===== src/rtl/vga_out.sv =====
// ---------------------------------------------------------------------------
// vga_out -- 640x480@60 VGA timing generator with a monochrome 128x96
// framebuffer scaled up by SCALE in both axes.
//
// Optional feature: define VGA_OUT_BUSY_STALL_EN to make the fetch FSM honour
// SRAM_busy (FETCH is held until the memory accepts the read). Without it,
// SRAM_busy is ignored and every FETCH lasts exactly one clock.
//
// Ports:
//   clk               pixel clock (25.175 MHz nominal)
//   nrst              asynchronous active-low reset
//   SRAM_data_in      framebuffer word read at word_address_dest
//   SRAM_busy         memory cannot accept a read this cycle
//   data_en           read request (high while in FETCH)
//   word_address_dest framebuffer word address (row*4 + word in row)
//   byte_select       4'b1111 during FETCH, else 0
//   h_out / v_out     HSYNC / VSYNC, active low
//   pixel_data        monochrome pixel, 0 outside the active window
//   VGA_state         fetch FSM state (0 IDLE, 1 FETCH, 2 HOLD)
//   h_count / v_count clocks / lines elapsed in the current phase
//   h_state / v_state current phase (0 SYNC, 1 BACK, 2 ACTIVE, 3 FRONT)
// ---------------------------------------------------------------------------
module vga_out #(
    parameter int H_SYNC   = 96,
    parameter int H_BACK   = 48,
    parameter int H_ACTIVE = 640,
    parameter int H_FRONT  = 16,
    parameter int V_SYNC   = 2,
    parameter int V_BACK   = 33,
    parameter int V_ACTIVE = 480,
    parameter int V_FRONT  = 10,
    parameter int SCALE    = 5
) (
    input  logic        clk,
    input  logic        nrst,
    input  logic [31:0] SRAM_data_in,
    input  logic        SRAM_busy,
    output logic        data_en,
    output logic [31:0] word_address_dest,
    output logic [3:0]  byte_select,
    output logic        h_out,
    output logic        v_out,
    output logic        pixel_data,
    output logic [1:0]  VGA_state,
    output logic [9:0]  h_count,
    output logic [8:0]  v_count,
    output logic [1:0]  h_state,
    output logic [1:0]  v_state
);

    typedef enum logic [1:0] {PH_SYNC = 2'd0, PH_BACK = 2'd1, PH_ACTIVE = 2'd2, PH_FRONT = 2'd3} phase_t;
    typedef enum logic [1:0] {ST_IDLE = 2'd0, ST_FETCH = 2'd1, ST_HOLD = 2'd2} fetch_t;

    // Three mid-line fetches (words 1..3 of a row) after the one in H BACK.
    localparam int ACT_TRIGS = 3;

    logic [9:0]  h_count_reg, h_count_next;
    logic [8:0]  v_count_reg, v_count_next;
    phase_t      h_state_reg, h_state_next;
    phase_t      v_state_reg, v_state_next;
    fetch_t      fetch_reg, fetch_next;
    logic [31:0] addr_reg, addr_next;
    logic [31:0] word_reg;

    logic        h_last, line_end, enter_front, v_last;
    logic        trig_back, trig_any, capture, busy_eff;
    logic [ACT_TRIGS-1:0] trig_act;
    logic [1:0]  fetch_idx;
    logic [4:0]  pixel_bit;

    function automatic logic [9:0] h_len_m1(input phase_t p);
        case (p)
            PH_SYNC:   return 10'(H_SYNC - 1);
            PH_BACK:   return 10'(H_BACK - 1);
            PH_ACTIVE: return 10'(H_ACTIVE - 1);
            default:   return 10'(H_FRONT - 1);
        endcase
    endfunction

    function automatic logic [8:0] v_len_m1(input phase_t p);
        case (p)
            PH_SYNC:   return 9'(V_SYNC - 1);
            PH_BACK:   return 9'(V_BACK - 1);
            PH_ACTIVE: return 9'(V_ACTIVE - 1);
            default:   return 9'(V_FRONT - 1);
        endcase
    endfunction

`ifdef VGA_OUT_BUSY_STALL_EN
    assign busy_eff = SRAM_busy;
`else
    logic unused_busy;
    assign unused_busy = SRAM_busy;
    assign busy_eff    = 1'b0;
`endif

    // ---------------- timing counters ----------------
    assign h_last      = (h_count_reg == h_len_m1(h_state_reg));
    assign line_end    = h_last && (h_state_reg == PH_FRONT);
    assign enter_front = h_last && (h_state_reg == PH_ACTIVE);
    assign v_last      = (v_count_reg == v_len_m1(v_state_reg));

    always_comb begin
        h_count_next = h_count_reg + 10'd1;
        h_state_next = h_state_reg;
        v_count_next = v_count_reg;
        v_state_next = v_state_reg;
        if (h_last) begin
            h_count_next = 10'd0;
            h_state_next = phase_t'(h_state_reg + 2'd1);
        end
        if (line_end) begin
            if (v_last) begin
                v_count_next = 9'd0;
                v_state_next = phase_t'(v_state_reg + 2'd1);
            end else begin
                v_count_next = v_count_reg + 9'd1;
            end
        end
    end

    // ---------------- fetch triggers ----------------
    // Decoded one clock early so that FETCH is the registered state during
    // the trigger cycle itself, and the capture edge lands exactly where the
    // next 32-column group starts.
    assign trig_back = (h_state_reg == PH_BACK) && (h_count_reg == 10'(H_BACK - 2));

    genvar gi;
    generate
        for (gi = 0; gi < ACT_TRIGS; gi++) begin : g_trig
            assign trig_act[gi] = (h_state_reg == PH_ACTIVE) &&
                                  (h_count_reg == 10'((gi + 1) * 32 * SCALE - 2));
        end
    endgenerate

    assign trig_any = (v_state_reg == PH_ACTIVE) && (trig_back || (|trig_act));

    always_comb begin
        fetch_idx = 2'd0;
        for (int i = 0; i < ACT_TRIGS; i++) begin
            if (trig_act[i]) fetch_idx = 2'(i + 1);
        end
    end

    assign capture = (fetch_reg == ST_FETCH) && !busy_eff;

    always_comb begin
        fetch_next = fetch_reg;
        addr_next  = addr_reg;
        if (trig_any) begin
            fetch_next = ST_FETCH;
            addr_next  = (32'(v_count_reg / 9'(SCALE)) << 2) | 32'(fetch_idx);
        end else begin
            case (fetch_reg)
                ST_FETCH: if (!busy_eff)   fetch_next = ST_HOLD;
                ST_HOLD:  if (enter_front) fetch_next = ST_IDLE;
                ST_IDLE:  fetch_next = ST_IDLE;
                default:  fetch_next = ST_IDLE;
            endcase
        end
    end

    // ---------------- state registers ----------------
    always_ff @(posedge clk or negedge nrst) begin
        if (!nrst) begin
            h_count_reg <= 10'd0;
            v_count_reg <= 9'd0;
            h_state_reg <= PH_SYNC;
            v_state_reg <= PH_SYNC;
            fetch_reg   <= ST_IDLE;
            addr_reg    <= 32'd0;
            word_reg    <= 32'd0;
        end else begin
            h_count_reg <= h_count_next;
            v_count_reg <= v_count_next;
            h_state_reg <= h_state_next;
            v_state_reg <= v_state_next;
            fetch_reg   <= fetch_next;
            addr_reg    <= addr_next;
            if (capture) word_reg <= SRAM_data_in;
        end
    end

    // ---------------- outputs ----------------
    // MSB of each word is the leftmost pixel of its 32-column group.
    assign pixel_bit  = 5'd31 - 5'(h_count_reg / 10'(SCALE));
    assign pixel_data = (h_state_reg == PH_ACTIVE) && (v_state_reg == PH_ACTIVE) && word_reg[pixel_bit];

    assign data_en           = (fetch_reg == ST_FETCH);
    assign byte_select       = data_en ? 4'b1111 : 4'b0000;
    assign word_address_dest = addr_reg;
    assign VGA_state         = fetch_reg;
    assign h_out             = (h_state_reg != PH_SYNC);
    assign v_out             = (v_state_reg != PH_SYNC);
    assign h_count           = h_count_reg;
    assign v_count           = v_count_reg;
    assign h_state           = h_state_reg;
    assign v_state           = v_state_reg;

endmodule


===== config.mk =====
export PLATFORM = sky130hd
export DESIGN_NAME = vga_out
export DESIGN_NICKNAME = d
export VERILOG_FILES = /design/src/rtl/vga_out.sv
export SDC_FILE = /design/constraint.sdc
export NUM_CORES = 1
export LEC_CHECK = 0
export BUFFER_PORTS_ARGS = -buffer_cell sky130_fd_sc_hd__buf_2
export CAP_MARGIN = 10
export CORE_MARGIN = 2
export CORE_UTILIZATION = 30
export CTS_BUF_LIST = sky130_fd_sc_hd__clkbuf_8
export CTS_CLUSTER_DIAMETER = 150
export CTS_CLUSTER_SIZE = 28
export DETAILED_ROUTE_END_ITERATION = 16
export PLACE_DENSITY = 0.47
export RECOVER_POWER = 50
export SYNTH_ARGS = -nofsm -noshare
export SYNTH_HDL_FRONTEND = slang
export SYNTH_SLANG_ARGS = --single-unit

===== constraint.sdc =====
create_clock -name clk -period 8.9 [get_ports clk]
set_clock_uncertainty 0.05 [all_clocks]
set_input_delay 0 -clock clk [delete_from_list [all_inputs] [get_ports clk]]
set_output_delay 0 -clock clk [all_outputs]
set_load 0.03 [all_outputs]

==> results <==
- TritonCTS built the clock tree.
- sky130_fd_sc_hd__dfrtp_1 takes more of the synthesized area than any other cell.
- The I/O pin total is 100.
- Synthesis produced 812 cells.
- Of all flip-flops after synthesis, the portion carrying an async set or reset was 100%.
- The global-route wire length before repair is 30900 um.
- Max-cap violations in this run came to 1.
- The via count of the routed design is 6211.
- After clock tree synthesis, the clock-pin slew on the worst setup and hold paths is 0.09 ns.
- The accumulated negative setup slack is 0 ns.
- CTS built an H-tree with a depth of 3.
- Row generation in the floorplan step produced 54 rows.
- The global placer's final weighted congestion is 0.799.
- The achievable frequency is 0.156 GHz.
- The cell occurring most often along the worst timing path is sky130_fd_sc_hd__nand2_1.
- The final reports fail on max-capacitance violations, max-slew violations.
- The number of sinks handled by clock tree synthesis is 66.
- STA classifies the critical path endpoint as an output pin.
- The clock reaches the later pin of the worst-skew pair after 0.37 ns.
- The number of antenna violations at the first check in global routing is 0.
- The repair_antennas step left the layout with diodes totalling 0.
- The worst setup path is launched from a register.
- Setup repair after global routing left no endpoint under its margin.
- The effective utilization at floorplan is 30.3%.
- The HPWL after detailed placement is 13300 um.
- The total of endpoints with negative setup slack in the final report is 0.
- The maximum VDD drop is 53.5 uV.
- On the final layout, the worst hold slack is 0.328 ns.
- Summing the sequential cell areas from Yosys gives 25.2% of the chip area.
- The non-filler instance count after layout is 1157.
- Across the whole layout, storage elements account for 1650 um^2.
- The aggregate global-route resource usage is 16.8%.
- The leakage power is 3.16 nW.
- The CTS buffer count is 9.
- In this run the most used layer during global routing was met2.
- The fraction of final layout cells sized beyond drive strength 1 is 16.5%.
- The placeable core region is 21600 um^2.
- The critical path is of the reg2out type.
- The sum of internal, switching and leakage power is 631 uW.
- The floorplan step set the die height to 152 um.
- The transition at the pin with the smallest max-transition slack is 3.68 ns.
- The number of global-route vias before repair is 5663.
- The multi-input logic area is 4360 um^2.
- The run finished, with violations left.
- The count of routing violations after the opening detailed-route iteration is 494.
- Dividing the detail-routed via count by the number of cells gives 5.37.
- In this run the power density over the cells is 85.1 nW/um^2.
- In the final design database the tool counted 926 nets.
- Counting the fill cells in the layout gives 2338.
- The post-placement cell count is 1108.
- In the global route stage, met2 resource usage came out at 27.6%.
- The slowest cell on the critical path is sky130_fd_sc_hd__dfrtp_1.
- The count of antenna-violating nets left after detailed routing is 0.
- The synthesized area divided by synthesized cell count is 8.07 um^2.
- Walking the worst path, the cells encountered are nor2b_1, a221oi_2, o221ai_1, o311ai_0, a211o_1, nand2_1, ha_1, or2_2, nand2_1, o21ai_0, nor3_1, or4_1, o21ba_4, nand2b_4, mux2i_1, a2111oi_1, o31ai_1, o22ai_1, buf_2.
- The average wire length per cell after detail routing is 16.7 um.
- The number of distinct library cells after synthesis is 98.
- In this run the deepest clock path goes through 2 buffers.
- The die covers 23000 um^2.
- For the worst setup path, the data required time is 8.85 ns.
- The final number of max-transition violations was 67.
- Along the worst path, the maximum fanout reaches 23.
- The final layout contains routed wiring with a total length of 19300 um.
- Ranked by total cell area, the synthesized netlist is headed by sky130_fd_sc_hd__dfrtp_1 25%, sky130_fd_sc_hd__mux2_2 5.7%, sky130_fd_sc_hd__o21ai_0 4.4%.
- The share of the clock period used by the worst path after layout is 72.0%.
- The synthesized design devotes to its leading area cell type 25.2% of total area.
- The relative max-transition margin is -145%.
- The number of buffers inserted by port buffering is 75.
- The placement-stage cell area is 6900 um^2.
- In this run, synthesis produced a sequential element count of 66.
- The first TritonRoute pass finished after 5 iterations.
- The overflow left after global routing is 0.
- For this run, global-route usage on met3 was measured as 2.57%.
- The floorplan step set the die width to 152 um.
- During synthesis, Yosys emitted a total of 0 warnings.
- The register with the most flip-flops in the layout has 32 of them.
- Yosys mapped a number of flops with a built-in enable equal to 0.
- At the worst endpoint, the arrival time is 6.36 ns.
- In the routed design, unresolved DRC markers number 0.
- The worst hold path belongs to the class in2reg.
- For this run, the slowest stage of the critical path takes 0.79 ns.
- The number of hold violations in the final report is 0.
- The smallest clock period supported by the final layout is computed as 6.41 ns.
- The cell at the root of the clock tree is sky130_fd_sc_hd__clkbuf_8.
- The final design instance area without fill is 7420 um^2.
- Relative to the synthesized area, the layout overhead comes to 13.3%.
- In this run the cell area of the synthesized design comes to 6550 um^2.
- The met1 routing resource usage after global routing is 23.3%.
- Entering global routing, the biggest net connects 67 pins.
- The main flop type after synthesis is sky130_fd_sc_hd__dfrtp_1.
-- cell usage after synthesis (11+ instances only) --
cell type / instances
sky130_fd_sc_hd__nor3_1: 25
sky130_fd_sc_hd__nand2b_1: 13
sky130_fd_sc_hd__nor2b_1: 20
sky130_fd_sc_hd__clkbuf_1: 33
sky130_fd_sc_hd__a21oi_1: 43
sky130_fd_sc_hd__nor2_1: 56
sky130_fd_sc_hd__o21ai_0: 58
sky130_fd_sc_hd__mux2_2: 33
sky130_fd_sc_hd__dfrtp_1: 66
sky130_fd_sc_hd__inv_1: 22
sky130_fd_sc_hd__nand2_1: 72
sky130_fd_sc_hd__o221ai_1: 11
sky130_fd_sc_hd__mux2i_1: 16
sky130_fd_sc_hd__ha_1: 19
sky130_fd_sc_hd__nand3_1: 33
sky130_fd_sc_hd__xnor2_1: 18
sky130_fd_sc_hd__buf_2: 14
sky130_fd_sc_hd__buf_4: 30
sky130_fd_sc_hd__a31oi_1: 15
-- path summary, 6_finish.rpt --
check	start	to	slack (ns)	cells past startpoint
worst max-delay path	h_count[7]	pixel_data	2.49	19
worst min-delay path	SRAM_data_in[31]	word_reg[31]	0.33	4
worst max register to register	v_count[7]	word_address_dest[2]	2.65	23
worst min register to register	word_address_dest[8]	word_address_dest[8]	0.43	2
max in group asynchronous	nrst	v_count[8]	5.22	3
min in group asynchronous	nrst	word_reg[26]	1.50	3
-- area by class of cell --
class,count,area share [%]
Multi-Input combinational cell,652,58.7
Sequential cell,66,22.3
Timing Repair Buffer,117,9.96
Tap cell,280,4.72
Clock buffer,9,1.67
Clock inverter,7,1.37
Inverter,26,1.31
-- kinds of logic after synthesis --
kind of cell    after synthesis  synth area share (%)
simple gates                293                  23.6
compound gates              242                  26.3
buf+inv                     116                  9.61
flops                        66                  25.2
mux                          50                  8.29
xor+xnor                     25                  3.34
fa+ha+maj                    19                  3.63
other cells                   1                0.0573
-- routing by layer --
metal,up-vias,wire length (um)
met5,-,0
met4,0,226
met3,14,694
li1,3058,-
met2,131,9550
met1,3008,8840
-- layout by cell type (no fill, tap or decap), types with 8 or more instances in the layout --
cell type | Yosys | routed
sky130_fd_sc_hd__clkbuf_1 | 33 | 21
sky130_fd_sc_hd__o31ai_1 | 9 | 9
sky130_fd_sc_hd__and3_1 | 8 | 8
sky130_fd_sc_hd__a21oi_1 | 43 | 43
sky130_fd_sc_hd__dfrtp_1 | 66 | 66
sky130_fd_sc_hd__ha_1 | 19 | 19
sky130_fd_sc_hd__dlygate4sd3_1 | 0 | 33
sky130_fd_sc_hd__o21ai_0 | 58 | 58
sky130_fd_sc_hd__buf_2 | 14 | 57
sky130_fd_sc_hd__a31oi_1 | 15 | 15
sky130_fd_sc_hd__and3b_1 | 8 | 8
sky130_fd_sc_hd__nor2b_1 | 20 | 19
sky130_fd_sc_hd__conb_1 | 1 | 23
sky130_fd_sc_hd__o22ai_1 | 10 | 10
sky130_fd_sc_hd__nor2_1 | 56 | 56
sky130_fd_sc_hd__mux2i_1 | 16 | 16
sky130_fd_sc_hd__o221ai_1 | 11 | 11
sky130_fd_sc_hd__nand2_1 | 72 | 72
sky130_fd_sc_hd__clkbuf_8 | 0 | 9
sky130_fd_sc_hd__inv_1 | 22 | 22
sky130_fd_sc_hd__mux2_2 | 33 | 33
sky130_fd_sc_hd__xnor2_1 | 18 | 18
sky130_fd_sc_hd__nand2b_1 | 13 | 13
sky130_fd_sc_hd__nand3b_1 | 9 | 9
sky130_fd_sc_hd__nand3_1 | 33 | 33
sky130_fd_sc_hd__nor3_1 | 25 | 25
-- metrics by stage --
stage                     util [%]  setup slack (ns)
after floorplan                  -              3.70
after global placement        31.9              2.75
after detailed placement      31.9              2.76
after CTS                     34.5              2.50
after global routing          34.3              2.06
final                         34.3              2.49
-- power breakdown --
group | switching [mW] | leakage (nW) | internal [mW]
Sequential | 0 | 0.898 | 0.300
Clock | 0.134 | 0.106 | 0.160
Combinational | 0.0229 | 2.16 | 0.0146
Total | 0.157 | 3.16 | 0.474
-- critical path, delay by kind of cell (launching register included) --
family / cells / cell delay, ns
buffers and inverters: 1 / 0.23
AOI/OAI and AO/OA: 9 / 2.69
and+or+nand+nor: 7 / 1.94
muxes: 1 / 0.17
adders and majority gates: 1 / 0.18
DFF: 1 / 0.79
-- timing repair --
item | CTS | global route
setup buffers | 0 | 0
endpoints found under the hold margin | 98 | 0
resized for setup | 0 | 0
hold buffers | 33 | 0
No activity file was read; power rests on OpenSTA's default activity.
